==> config.mk <==
export PLATFORM = sky130hd
export DESIGN_NAME = mod_counter_ud
export DESIGN_NICKNAME = d
export VERILOG_FILES = /design/src/rtl/mod_counter_ud.sv
export SDC_FILE = /design/constraint.sdc
export NUM_CORES = 1
export LEC_CHECK = 0
export ABC_AREA = 0
export ABC_CLOCK_PERIOD_IN_PS = 4420
export CAP_MARGIN = 30
export CORE_MARGIN = 8
export CORE_UTILIZATION = 52
export CTS_CLUSTER_DIAMETER = 30
export DETAILED_ROUTE_END_ITERATION = 10
export GPL_TIMING_DRIVEN = 0
export HOLD_SLACK_MARGIN = 0.02
export PLACE_DENSITY = 0.81
export SYNTH_ARGS = -nofsm -noshare
export SYNTH_HDL_FRONTEND = slang
export SYNTH_SLANG_ARGS = --single-unit
==> constraint.sdc <==
create_clock -name clk -period 4.42 [get_ports clk]
set_input_delay 0.884 -clock clk [delete_from_list [all_inputs] [get_ports clk]]
set_output_delay 0.884 -clock clk [all_outputs]
set_load 0.03 [all_outputs]
==> src/rtl/mod_counter_ud.sv <==
// Runtime-programmable up/down modulo counter with wrap/saturate modes,
// synchronous clear/load, carry/borrow strobes and a sticky overflow flag.
module mod_counter_ud #(
    parameter int W = 8
) (
    input  logic         clk,
    input  logic         rst_n,
    input  logic         en,
    input  logic         clr,
    input  logic         load,
    input  logic [W-1:0] load_val,
    input  logic         up,
    input  logic [W-1:0] mod_val,
    input  logic         sat,
    output logic [W-1:0] cnt,
    output logic         tc,
    output logic         co,
    output logic         bo,
    output logic         ovf
);
    localparam logic [W-1:0] ONE = W'(1);

    logic [W-1:0] cnt_q, cnt_d;
    logic         ovf_q, ovf_d;
    logic [W-1:0] last;
    logic         at_top, at_zero, step;

    // mod_val == 0 underflows to all-ones, i.e. a full 2^W modulus
    assign last    = mod_val - ONE;
    assign at_top  = (cnt_q >= last);
    assign at_zero = (cnt_q == '0);
    assign step    = en & ~clr & ~load;

    assign cnt = cnt_q;
    assign ovf = ovf_q;
    assign tc  = (up & at_top) | (~up & at_zero);
    assign co  = step & up & ~sat & at_top;
    assign bo  = step & ~up & ~sat & at_zero;

    always_comb begin
        cnt_d = cnt_q;
        ovf_d = ovf_q | co | bo;
        if (clr) begin
            cnt_d = '0;
            ovf_d = 1'b0;
        end else if (load) begin
            cnt_d = (load_val > last) ? last : load_val;
        end else if (en) begin
            if (up) begin
                // at_top is tested first so cnt_q + 1 can never overflow W bits
                if (at_top) cnt_d = sat ? last : '0;
                else        cnt_d = cnt_q + ONE;
            end else begin
                if (cnt_q > last) cnt_d = last;
                else if (at_zero) cnt_d = sat ? '0 : last;
                else              cnt_d = cnt_q - ONE;
            end
        end
    end

    always_ff @(posedge clk or negedge rst_n) begin
        if (!rst_n) begin
            cnt_q <= '0;
            ovf_q <= 1'b0;
        end else begin
            cnt_q <= cnt_d;
            ovf_q <= ovf_d;
        end
    end
endmodule

==> summary.md <==
| Metric | Value |
|---|---|
| Vias per Instance | `6.09` |
| Drt first pass iters | `5` |
| Skew-Pair Late Insertion Delay | `about 0.25 ns` |
| Min Tclk post-route | `approximately 4.3 ns` |
| Vias in the first global route | `between 1,500 and 2,000` |
| Drt total wl | `5310 um` |
| Met1 WL | `2250 um` |
| Detailed-route via count | `1,926` |
| Top-level port count | `35` |
| Final setup margin | `about 0.17 ns` |
| Final setup violation count | `0` |
| Most frequent cells in the layout | `25 x clkdlybuf4s50_1, 20 x nor2_1, 20 x nand2_1` |
| Residual DRC count | `0` |
| Critical Path End Type | `primary output` |
| Slew HR | `32.1%` |
| Final Max Slew Viols | `0` |
| Req. time, crit path | `approximately 3.5 ns` |
| Distinct cells, synth | `slightly above 60` |
| Setup slack, reg-to-reg | `1.26 ns` |
| Cell Area, Placed | `between 0.002 and 0.0025 mm^2` |
| Final GP Congestion | `0.913` |
| Number of buffers created by CTS | `3` |
| First DRT Iteration DRCs | `123` |
| Area growth syn-to-layout | `30.3%` |
| First-pass GRT wire length | `8850 um` |
| Antenna viol nets, final | `0` |
| Antenna diode count | `0` |
| Worst slew pin tran | `around 1 ns` |
| Reg2reg path depth | `9` |
| Fraction of layout cells with a size suffix above 1 | `approximately 13%` |
| Worst Path Arrival | `between 3 and 4 ns` |
| GRT overflow | `0` |
| Fin. Hold Viols | `0` |
| Total power | `between 0.4 and 0.5 mW` |
| Post-layout net count | `310` |
| PD cells | `228 mW/mm^2` |
| Largest net degree at the start of global routing | `11` |
| Port Buffers | `31` |
| Final period util | `between 90 and 100%` |
| CTS sink count | `9` |
| Syn Area/Cell | `between 7 and 8 um^2` |
| Final Instance Count excl. Fillers | `approximately 320` |
| CTS tree | `yes` |
| Clock transition at the registers of the reported paths | `approximately 0.060 ns` |
| Mapped cell area | `approximately 0.0017 mm^2` |
| Initial Utilization | `between 50% and 60%` |
| Final Cell Area | `around 0.0022 mm^2` |
| Unrepaired setup endpoints after global routing | `no` |
| Inst Count DP | `around 310` |
| Clock Path Buffers | `2` |
| Most common cell after layout, fill and taps aside | `clkdlybuf4s50_1` |
| Critical path peak fanout | `4` |
| Die ar. | `about 0.0053 mm^2` |
| Post-synth EDFFs | `0` |
| TNS Setup | `0 ns` |
| IR drop worst, VDD | `approximately 0.23 mV` |
| Total of max-cap violations | `0` |
| Area of the core | `just over 0.003 mm^2` |
| Syn nets | `about 270` |
| Clk root buf | `clkbuf_4` |
| Worst hold path class | `reg -> reg` |
| CP startpoint kind | `primary input` |
| Met3 wire length | `about 520 um` |
| Pre-CTS WS | `-1.44 ns` |
| Synthesized flop and latch total | `9` |
| Crit Path Class | `in -> out` |
| Chip height | `about 73 um` |
| Synth Flop Type | `dfrtp_1` |
| Post-DP HPWL | `between 4000 and 5000 um` |
| Hold path cells | `2` |
| H-tree Lvls | `1` |
| Reg2reg end | `cnt[0]` |
| Met2 wire len | `roughly 2500 um` |
| Clk_skew | `0.000290 ns` |
| Row Count | `20` |
| Mapped Cells | `231` |
| Pleak | `between 0.9 and 1 nW` |
| Die Wd | `about 73 um` |
| Register area share after synthesis | `between 10% and 20%` |
| Drt wl/cell | `around 17 um` |
| Worst Setup SP | `mod_val[1]` |
| Async set-reset flop share out of synthesis | `100%` |
| CP endpoint | `tc` |
| Ys Warns | `0` |
| Status | `completed` |
| Initial antenna violation count | `0` |
| GRT Total Usage | `around a fifth` |
| Highest routed layer | `met4` |
| RR Startpoint | `cnt[1]` |
| F_max | `~0.24 GHz` |
==> worst min-delay path by stage <==
stage / end / from / slack [ns]
floorplan: cnt[0] / rst_n / 0.59
finish: ovf / ovf / 0.52
global route: ovf / ovf / 0.54
CTS: ovf / ovf / 0.53
global placement: ovf / ovf / 0.50
detailed placement: ovf / ovf / 0.51
==> registers in the layout, indices dropped and copies added (netlist names) <==
register  cells
ovf           1
cnt           8
==> cells by family (layout without fill, tap and decap cells) <==
family          Yosys count  in the layout  synth area share (%)
simple gates             91             91                  27.9
compound gates           66             66                  29.2
buf+inv                  27             68                  6.09
fa+ha+maj                16             16                  11.6
xor+xnor                 16             16                  8.32
flops                     9              9                  13.4
mux                       6              6                  3.56
==> cells in the mapped netlist, drive strengths merged (3+ instances only) <==
| master | count | area, um^2 |
|---|---|---|
| nor2b | 3 | 18.8 |
| nand3 | 11 | 55.1 |
| nand2b | 3 | 18.8 |
| ha | 14 | 175 |
| xnor2 | 9 | 78.8 |
| nor3 | 8 | 45.0 |
| nor4 | 4 | 31.3 |
| dfrtp | 9 | 225 |
| and2 | 4 | 27.5 |
| nor2 | 23 | 91.3 |
| nand4 | 4 | 25.0 |
| clkbuf | 9 | 33.8 |
| xor2 | 7 | 61.3 |
| inv | 17 | 63.8 |
| o21ai | 8 | 40.0 |
| a22oi | 3 | 22.5 |
| o22ai | 3 | 18.8 |
| a21o | 3 | 23.8 |
| or2 | 3 | 18.8 |
| a31oi | 7 | 43.8 |
| mux2i | 6 | 60.1 |
| a211o | 3 | 27.5 |
| nand2 | 20 | 75.1 |
| a21oi | 11 | 58.8 |
| a21boi | 4 | 30.0 |
==> metal layers <==
layer / track usage, % / up-vias
met3: 6.04 / 11
met5: 0 / -
met2: 33.8 / 96
li1: - / 942
met1: 26.4 / 877
met4: 3.11 / 0
==> report_power, final <==
| group | total [mW] | switching [mW] | internal (mW) |
|---|---|---|---|
| registers | 0.108 | 0.0166 | 0.0918 |
| clock network | 0.0609 | 0.0263 | 0.0346 |
| logic | 0.331 | 0.190 | 0.140 |
==> cell type report <==
type	count	area, um^2
fill	272	882
multi-input combinational	195	1430
inverter	17	63.8
buffer	9	41.3
tap	44	55.1
clock buffer	4	26.3
timing repair buffer	38	353
sequential	9	225
==> stage by stage <==
step / hold slack, ns / utilization (%)
global route: 0.536 / 71.3
finish: 0.522 / 71.3
floorplan: 0.588 / -
detailed placement: 0.509 / 66.6
CTS: 0.527 / 70.4
global placement: 0.503 / 66.6
==> repair_timing <==
item / CTS / global route
hold buffers: 0 / 0
gates resized for setup: 28 / 7
endpoints found under the setup margin: 11 / 2
pin swaps: 4 / 0
setup buffers: 5 / 2
==> critical path, cell delays in order <==
cell and delay, ns:
dlygate4sd2_1 0.27, or2_4 0.29, nor2_2 0.13, xnor2_2 0.15, ha_1 0.27, a21o_1 0.16, a21oi_1 0.18, nand3_1 0.12
maj3_2 0.35, a21oi_4 0.16, buf_6 0.13, mux2i_1 0.06, buf_4 0.19
(Power assumes the default switching activity.)
